`src/rtl/serial_sample_receiver.sv`:
```
// Receive end of the 12-bit sample serial link: synchronizes SCL/SS/MOSI, rebuilds each
// sample and buffers it in a first-word fall-through FIFO with sticky error flags.
module serial_sample_receiver #(
    parameter int unsigned DEPTH = 16,
    parameter int unsigned AW    = 4
) (
    input  logic          clk,
    input  logic          rst,
    input  logic          SCL,
    input  logic          SS,
    input  logic          MOSI,
    input  logic          sample_ready,
    output logic [11:0]   sample_data,
    output logic          sample_valid,
    output logic [AW:0]   fill_level,
    output logic          overflow,
    output logic          frame_err,
    input  logic          clr_flags
);

    typedef enum logic [1:0] {StIdle, StShift, StDone} state_e;

    localparam logic [AW:0] FullLevel = (AW + 1)'(DEPTH);

    logic [1:0] scl_sync, ss_sync, mosi_sync;
    logic       scl_hist, ss_hist, mosi_hist;
    logic       scl_rise, ss_fall, ss_rise;

    state_e      state_q, state_d;
    logic [3:0]  bit_cnt_q, bit_cnt_d;
    logic [11:0] shift_q, shift_d;
    logic        push_req, frame_bad;

    logic [11:0]   mem [DEPTH];
    logic [AW-1:0] wr_ptr_q, rd_ptr_q;
    logic [AW:0]   fill_q;
    logic          overflow_q, frame_err_q;
    logic          full, pop, push, ovf_set;

    // Edge pulses are registered so they line up with the history copy of MOSI and SS.
    always_ff @(posedge clk or posedge rst) begin
        if (rst) begin
            scl_sync  <= 2'b11;
            ss_sync   <= 2'b11;
            mosi_sync <= 2'b00;
            scl_hist  <= 1'b1;
            ss_hist   <= 1'b1;
            mosi_hist <= 1'b0;
            scl_rise  <= 1'b0;
            ss_fall   <= 1'b0;
            ss_rise   <= 1'b0;
        end else begin
            scl_sync  <= {scl_sync[0], SCL};
            ss_sync   <= {ss_sync[0], SS};
            mosi_sync <= {mosi_sync[0], MOSI};
            scl_hist  <= scl_sync[1];
            ss_hist   <= ss_sync[1];
            mosi_hist <= mosi_sync[1];
            scl_rise  <= scl_sync[1] & ~scl_hist;
            ss_fall   <= ~ss_sync[1] & ss_hist;
            ss_rise   <= ss_sync[1] & ~ss_hist;
        end
    end

    always_ff @(posedge clk or posedge rst) begin
        if (rst) begin
            state_q   <= StIdle;
            bit_cnt_q <= 4'd0;
            shift_q   <= 12'd0;
        end else begin
            state_q   <= state_d;
            bit_cnt_q <= bit_cnt_d;
            shift_q   <= shift_d;
        end
    end

    always_comb begin
        state_d   = state_q;
        bit_cnt_d = bit_cnt_q;
        shift_d   = shift_q;
        push_req  = 1'b0;
        frame_bad = 1'b0;
        unique case (state_q)
            StIdle: begin
                if (ss_fall) begin
                    bit_cnt_d = 4'd0;
                    shift_d   = 12'd0;
                    state_d   = StShift;
                end
            end
            StShift: begin
                if (ss_rise) begin
                    state_d = StDone;
                end else if (scl_rise && !ss_hist) begin
                    shift_d = {shift_q[10:0], mosi_hist};
                    // Saturate at 13 so any overlong frame still reads as bad.
                    if (bit_cnt_q != 4'd13) begin
                        bit_cnt_d = bit_cnt_q + 4'd1;
                    end
                end
            end
            StDone: begin
                if (bit_cnt_q == 4'd12) begin
                    push_req = 1'b1;
                end else begin
                    frame_bad = 1'b1;
                end
                state_d = StIdle;
            end
            default: state_d = StIdle;
        endcase
    end

    assign full    = (fill_q == FullLevel);
    assign pop     = sample_valid & sample_ready;
    // A same-cycle pop frees the slot, so a push into a full FIFO still lands.
    assign push    = push_req & (~full | pop);
    assign ovf_set = push_req & full & ~pop;

    always_ff @(posedge clk) begin
        if (push) begin
            mem[wr_ptr_q] <= shift_q;
        end
    end

    always_ff @(posedge clk or posedge rst) begin
        if (rst) begin
            wr_ptr_q    <= '0;
            rd_ptr_q    <= '0;
            fill_q      <= '0;
            overflow_q  <= 1'b0;
            frame_err_q <= 1'b0;
        end else begin
            if (push) begin
                wr_ptr_q <= wr_ptr_q + AW'(1);
            end
            if (pop) begin
                rd_ptr_q <= rd_ptr_q + AW'(1);
            end
            if (push && !pop) begin
                fill_q <= fill_q + (AW + 1)'(1);
            end else if (pop && !push) begin
                fill_q <= fill_q - (AW + 1)'(1);
            end
            if (ovf_set) begin
                overflow_q <= 1'b1;
            end else if (clr_flags) begin
                overflow_q <= 1'b0;
            end
            if (frame_bad) begin
                frame_err_q <= 1'b1;
            end else if (clr_flags) begin
                frame_err_q <= 1'b0;
            end
        end
    end

    assign sample_valid = (fill_q != '0);
    assign sample_data  = sample_valid ? mem[rd_ptr_q] : 12'd0;
    assign fill_level   = fill_q;
    assign overflow     = overflow_q;
    assign frame_err    = frame_err_q;

endmodule

```
`config.mk`:
```
export PLATFORM = sky130hd
export DESIGN_NAME = serial_sample_receiver
export DESIGN_NICKNAME = d
export VERILOG_FILES = /design/src/rtl/serial_sample_receiver.sv
export SDC_FILE = /design/constraint.sdc
export NUM_CORES = 1
export LEC_CHECK = 0
export ABC_AREA = 1
export CAP_MARGIN = 10
export CORE_MARGIN = 1
export CORE_UTILIZATION = 52
export CTS_BUF_LIST = sky130_fd_sc_hd__clkbuf_16
export DETAILED_ROUTE_END_ITERATION = 6
export PLACE_DENSITY = 0.72
export RECOVER_POWER = 100
export SETUP_SLACK_MARGIN = 0.2
export SYNTH_ARGS = -nofsm -noshare
export SYNTH_HDL_FRONTEND = slang
export SYNTH_SLANG_ARGS = --single-unit
```
`constraint.sdc`:
```
create_clock -name clk -period 2.1 [get_ports clk]
set_input_delay 0.21 -clock clk [delete_from_list [all_inputs] [get_ports clk]]
set_output_delay 0.21 -clock clk [all_outputs]
set_load 0.1 [all_outputs]
```
# Yosys cells after proc, flatten, opt, wreduce, memory -nomap -nowiden
# Memories as Yosys holds them, arrays and structs flattened.
# Index checks and enable logic that the tools add are counted.
dict set report word_totals {
  regBits 45
  ramBits 192
  input_bits 7
  output_inout_bits 20
  word_cells 85
  memories 1
}
# name words width rd rd_clocked_by_memory_dff wr line_no
set memory_table {}
lappend memory_table {mem 16 12 1 0 1 34} ;# logic [11:0] mem [DEPTH];
dict set report classes {
  n_addsub 5
  eq_ne 10
  muxes 24
  bitwise_logic 13
  reduce_logical 15
}
# cell n
set ops {}
lappend ops {{$mux W12} 4}
lappend ops {{$pmux W12 S2} 1}
lappend ops {{$mux W4} 4}
lappend ops {{$add A4 B1 Y4 const B} 3}
lappend ops {{$mux W5} 2}
lappend ops {{$ne A2 B2 Y1 const B} 5}
lappend ops {{$mux W1} 9}
lappend ops {{$pmux W4 S2} 1}
lappend ops {{$reduce_bool A2 Y1} 4}
lappend ops {{$and A1 B1 Y1} 7}
lappend ops {{$add A5 B1 Y5 const B} 1}
lappend ops {{$eq A5 B5 Y1 const B} 1}
lappend ops {{$not A1 Y1} 5}
lappend ops {{$reduce_and A5 Y1} 1}
lappend ops {{$reduce_bool A5 Y1} 1}
lappend ops {{$sub A5 B1 Y5 const B} 1}
lappend ops {{$eq A4 B4 Y1 const B} 1}
lappend ops {{$mux W2} 2}
lappend ops {{$ne A4 B4 Y1 const B} 1}
lappend ops {{$pmux W2 S2} 1}
lappend ops {{$reduce_and A4 Y1} 1}
lappend ops {{$logic_and A1 B1 Y1} 3}
lappend ops {{$logic_not A1 Y1} 3}
lappend ops {{$eq A2 B1 Y1 const B} 1}
lappend ops {{other kinds (4)} 4}

# Logic depth before layout (Yosys ltp)
# Gate-level depths: netlist of the first run.
dict set report logic_depth {
  depth_word 8
  ltp_mapped 14
  mapped_depth_nobuf 14
}

# Least setup slack after synthesis of the first run
# No wires, ideal clock.
dict set report synth_path {
  path_type {reg-to-reg}
  startpoint {register fill_q[0], in the netlist fill_level[0]}
  endpoint {register fill_q[4], in the netlist fill_level[4]}
  setup_time_ns 0.068
  arrival_ns 3.382
  t_required_ns 2.032
  setup_slack_ns -1.350
  stages_incl_launch_ff 15
  n_path_buf 0
  period_less_slack_ns 3.450
  cell_sequence {dfrtp_1 -> nor2_1 -> nand2_1 -> nor2_2 -> inv_1 -> nand2_1 -> ha_1 -> inv_1 -> ha_1 -> nand2_1 -> nand2_1 -> a21oi_1 -> xor2_1 -> nand2_1 -> nand2_1}
}
dict set report synth_between {
  elab_chain_len 7
  word_cells_on_any_way 15
  cone_classes {2 x add/sub; 1 x eq/ne; 2 x mux; 4 x bitwise; 6 x reduce/logical}
}
# element line_no
set synth_rtl {}
lappend synth_rtl {{start, declared} 36} ;# logic [AW:0] fill_q;
lappend synth_rtl {{start signal, assigned} 141} ;# fill_q <= fill_q + (AW + 1)'(1);
lappend synth_rtl {{start signal, assigned} 143} ;# fill_q <= fill_q - (AW + 1)'(1);
lappend synth_rtl {{$reduce_bool A5 Y1 *} 158} ;# assign sample_valid = (fill_q != '0);
lappend synth_rtl {{net sample_valid} 14} ;# output logic sample_valid,
lappend synth_rtl {{$and A1 B1 Y1 *} 115} ;# assign pop = sample_valid & sample_ready;
lappend synth_rtl {{$or A1 B1 Y1} 117} ;# assign push = push_req & (~full | pop);
lappend synth_rtl {{$and A1 B1 Y1} 117}
lappend synth_rtl {{$logic_not A1 Y1} 142} ;# end else if (pop && !push) begin
lappend synth_rtl {{$logic_and A1 B1 Y1} 142}
lappend synth_rtl {{$reduce_bool A2 Y1 (no source line)} --}
# The timed path passes the listed nets; every way through them passes the cells marked *. The select of a mux whose other input is x is not followed.
# A chain may end at the register's enable or synchronous reset.

# Final worst setup path of the first run
dict set report layout_path {
  startpoint {register rd_ptr_q[0]}
  endpoint {output sample_data[3]}
}
dict set report layout_between {
  elab_chain_len 2
}
# element line_no
set layout_rtl {}
lappend layout_rtl {{start, declared} 35} ;# logic [AW-1:0] wr_ptr_q, rd_ptr_q;
lappend layout_rtl {{start signal, assigned} 138} ;# rd_ptr_q <= rd_ptr_q + AW'(1);
lappend layout_rtl {{$mem_v2 Z16 W12} --}
lappend layout_rtl {{$mux W12} 159} ;# assign sample_data = sample_valid ? mem[rd_ptr_q] : 12'd0;
lappend layout_rtl {{end, declared} 13} ;# output logic [11:0] sample_data,
# No other way between the ends.

==> Implementation_results.wiki, run 1 <==
{| class="wikitable"
! Metric !! Value
|-
| Result of the run || finished with violations
|-
| Violations in the final reports || negative setup slack
|-
| Die Y || between 100 and 150 um
|-
| DRC marker count from the first detailed-route iteration || 908
|-
| Global placer's final weighted congestion || between 0.8 and 0.9
|-
| Synth-to-Final Area Change || 39.27%
|-
| GRT Resource Usage Total || 0.2553
|-
| Slew Limit Headroom || 0.2342
|-
| Fillers || roughly 980
|-
| Maximum buffer depth of the clock tree || 3
|-
| Mean instance size in the synthesized netlist || approximately 11 um^2
|-
| Sequential element share of the synthesized area || 0.7041
|-
| Total standard cell area after synthesis || 0.009798 mm^2
|-
| Worst Path Max Fanout || 13
|-
| Most instantiated cells after synthesis || nand2_1, edfxtp_1, nand3_1
|-
| Maximum number of pins on one net before global-route repair || 51
|-
| Pins over their slew limit || 0
|-
| H-tree levels || 1
|-
| Critical path type || reg2out
|-
| Half-perimeter wire length of the detailed placement result || 14,410 um
|-
| Die X || around 140 um
|-
| Kind of start point of the critical path || flip-flop
|-
| Routed length per instance || roughly 23 um
|-
| Number of hold buffers added after cts || 0
|-
| Period minus WS final || around 2.6 ns
|-
| RSZ-0062 raised after global routing || true
|-
| Setup WS pre-CTS || -0.2021 ns
|-
| Total clock buffers created by CTS || 24
|-
| Number of warnings reported in the yosys synthesis log || 0
|-
| Number of storage elements in the synthesis netlist || about 240
|-
| Share of the clock period used by the worst path || 1.231
|-
| Clock sink count || between 200 and 250
|-
| Power per unit of standard cell area || roughly 1400 mW/mm^2
|-
| Share of the core filled with cells || 0.7494
|-
| Static leakage || about 5.5 nW
|-
| Max frequency || ~390 MHz
|-
| Mapped Nets || 877
|-
| Top cell type by total area after synthesis || edfxtp_1
|-
| Grt ovf || 0
|-
| Post-layout worst setup margin || -0.4850 ns
|-
| Setup-violating endpoint count in the final report || 210
|-
| Top_reg_cell synth || edfxtp_1
|-
| Clock Skew || roughly 0.01 ns
|-
| Final-stage net count || between 1,000 and 1,500
|-
| Number of global-route vias before repair || approximately 6,600
|-
| Total core area || around 0.018 mm^2
|-
| Final Hold Viols || 0
|-
| Data arrival time at the worst-slack endpoint || 2.38 ns
|-
| Per-cell via count in the routed design || approximately 6
|-
| Cell area after layout || 0.01365 mm^2
|-
| RR Startpoint || fill_level[0]$_DFFE_PP0P_
|-
| Number of nets still failing antenna checks after routing || 0
|-
| Final total negative setup slack || -33.46 ns
|-
| Leading post-synthesis cells by cell area || edfxtp_1, nand2_1, dfrtp_1
|-
| Initial antenna violation count || 0
|-
| Beginning of the critical path || rd_ptr_q[0]$_DFFE_PP0N_
|-
| Initial standard-cell utilization of the core || 0.5381
|-
| Cell at the root of the clock tree || clkbuf_16
|-
| Number of port buffers || 26
|-
| First-pass GRT wire length || 37,360 um
|-
| Post-synthesis instance total || 857
|-
| Count of vias placed by the detailed router || approximately 7,500
|-
| CP required || roughly 1.9 ns
|-
| Share of final-layout standard cells stronger than drive strength 1 || 0.3392
|-
| Hold path startpoint || SS
|-
| Crit end category || output port
|-
| Number of distinct standard cells referenced by the synthesized netlist || 26
|-
| Clock latency on the worst-skew pair || around 0.51 ns
|-
| Async S/R FF share, synth || 0.1899
|-
| Kind of path behind the tightest hold check || in2reg
|-
| Total wire length || a little under 30,000 um
|-
| Count of maximum capacitance violations || 0
|-
| Total number of placement rows || approximately 50
|-
| Die Area || between 0.015 and 0.02 mm^2
|-
| Clock slew seen by the registers of the worst setup and hold paths || 0.06 ns
|-
| Most instantiated library cell after synthesis || nand2_1
|-
| Number of placed I/O pins || 27
|-
| DP Area || 0.01124 mm^2
|-
| Count of flip-flops with a built-in enable after synthesis || about 190
|-
| N_diodes || 0
|-
| DRC violations left || 0
|-
| Length of the first detailed-routing pass in iterations || 6
|-
| Worst slew pin tran || between 1 and 1.5 ns
|-
| Clock tree from TritonCTS || built
|-
| Max rail drop VDD || 1.017 mV
|-
| Share of the synthesized area in the top cell type || 0.5884
|}
power breakdown:
group,leakage (nW),total (mW),switching (mW),internal (mW)
clock,0.399,4.25,1.74,2.51
combinational,2.50,9.53,6.11,3.41
sequential,2.58,5.48,0.201,5.28
worst max-delay path, cell delays in order (launching register included):
cell and delay (ns):
dfrtp_2 0.53, buf_6 0.18, clkbuf_16 0.17, nand2_1 0.06
nand3_1 0.12, nand3_1 0.15, nand2_1 0.16, nand2_1 0.08
a21oi_2 0.20, buf_12 0.20
per-layer routing:
| layer | vias up | global-route usage | wire, um |
|---|---|---|---|
| li1 | 3250 | - | - |
| met1 | 3653 | 0.3644 | 11070 |
| met2 | 480 | 0.4094 | 14390 |
| met3 | 94 | 0.03097 | 2571 |
| met4 | 0 | 0.08655 | 1204 |
| met5 | - | 0 | 0 |
per-stage QoR:
stage / instances / power (mW) / hold WS, ns
floorplan: 857 / 10.22 / 0.2145
global placement: 1140 / 12.77 / 0.3333
detailed placement: 1140 / 12.87 / 0.3358
CTS: 1218 / 17.32 / 0.07699
global route: 1252 / 19.76 / 0.2296
finish: 1252 / 19.26 / 0.2428
cell usage in the layout (no fill, tap or decap), types with 4 or more instances in the layout:
master	n
inv_2	5
buf_8	5
clkinv_2	4
dfstp_2	4
nand2_2	35
ha_1	7
dlygate4sd3_1	4
clkbuf_16	39
o22ai_1	10
a21oi_2	8
edfxtp_1	192
xor2_1	10
buf_6	32
clkinv_1	8
nand3_2	68
nand3_1	86
nand2_8	4
nor2_4	20
clkbuf_1	15
dfrtp_1	32
inv_1	36
buf_4	37
dfrtp_4	4
buf_12	43
o21ai_0	12
nand2_1	239
ha_4	5
a21oi_4	5
clkbuf_2	7
nor2_1	14
buf_16	4
kinds of logic (layout without fill, tap and decap cells):
| group | count (synthesis) | after routing | share of synthesized area |
|---|---|---|---|
| AOI/OAI and AO/OA | 39 | 39 | 0.02158 |
| and+or+nand+nor | 473 | 473 | 0.2033 |
| DFF | 237 | 237 | 0.7041 |
| adders and majority gates | 13 | 13 | 0.01737 |
| xor gates and xnor gates | 11 | 11 | 0.009832 |
| buffers and inverters | 84 | 250 | 0.04380 |
state kept, by name (all words and copies together), names as in the netlist, 2 cells and up:
signal,cells
wr_ptr_q,4
fill_level,5
mosi_sync,2
scl_sync,2
shift_q,12
rd_ptr_q,4
ss_sync,2
mem,192
bit_cnt_q,4
state_q,2
path summary, 6_finish.rpt:
check                                       endpoint  slack [ns]  cells past startpoint
setup / recovery                      sample_data[3]       -0.49                      9
hold / removal                  ss_sync[0]$_DFF_PP1_        0.24                      1
setup reg to reg           fill_level[3]$_DFFE_PP0P_       -0.31                     15
hold reg to reg                  mosi_hist$_DFF_PP0_        0.34                      0
max in group asynchronous     shift_q[7]$_DFFE_PP0P_        0.42                      3
min in group asynchronous    rd_ptr_q[2]$_DFFE_PP0N_        0.35                      2
final cells by class:
class                   instances  area, um^2  share of cell area
well taps                     229       286.5             0.02100
clock inverters                19       158.9             0.01164
flip-flops and latches        237        6918              0.5070
clock buffers                  25       625.6             0.04585
repair inverters                1       8.758           0.0006418
multi-input cells             536        3279              0.2403
inverters                      41       170.2             0.01247
repair buffers                164        2198              0.1611
what timing repair did:
| action | in CTS | in global routing |
|---|---|---|
| setup buffers | 24 | 21 |
| setup endpoints to repair | 209 | 209 |
| gates cloned | 10 | 13 |
| resized for setup | 69 | 145 |
| pin swaps | 22 | 56 |
(Power assumes the default switching activity.)
==> run 2, diff against run 1 <==
--- a/config.mk
+++ b/config.mk
@@ -6,6 +6,7 @@
 export NUM_CORES = 1
 export LEC_CHECK = 0
 export ABC_AREA = 1
+export ABC_CLOCK_PERIOD_IN_PS = 2100
 export CAP_MARGIN = 10
 export CORE_MARGIN = 1
 export CORE_UTILIZATION = 52
==> results of run 2 <==
Final layout, timing and power as in run 1 (identical DEF).
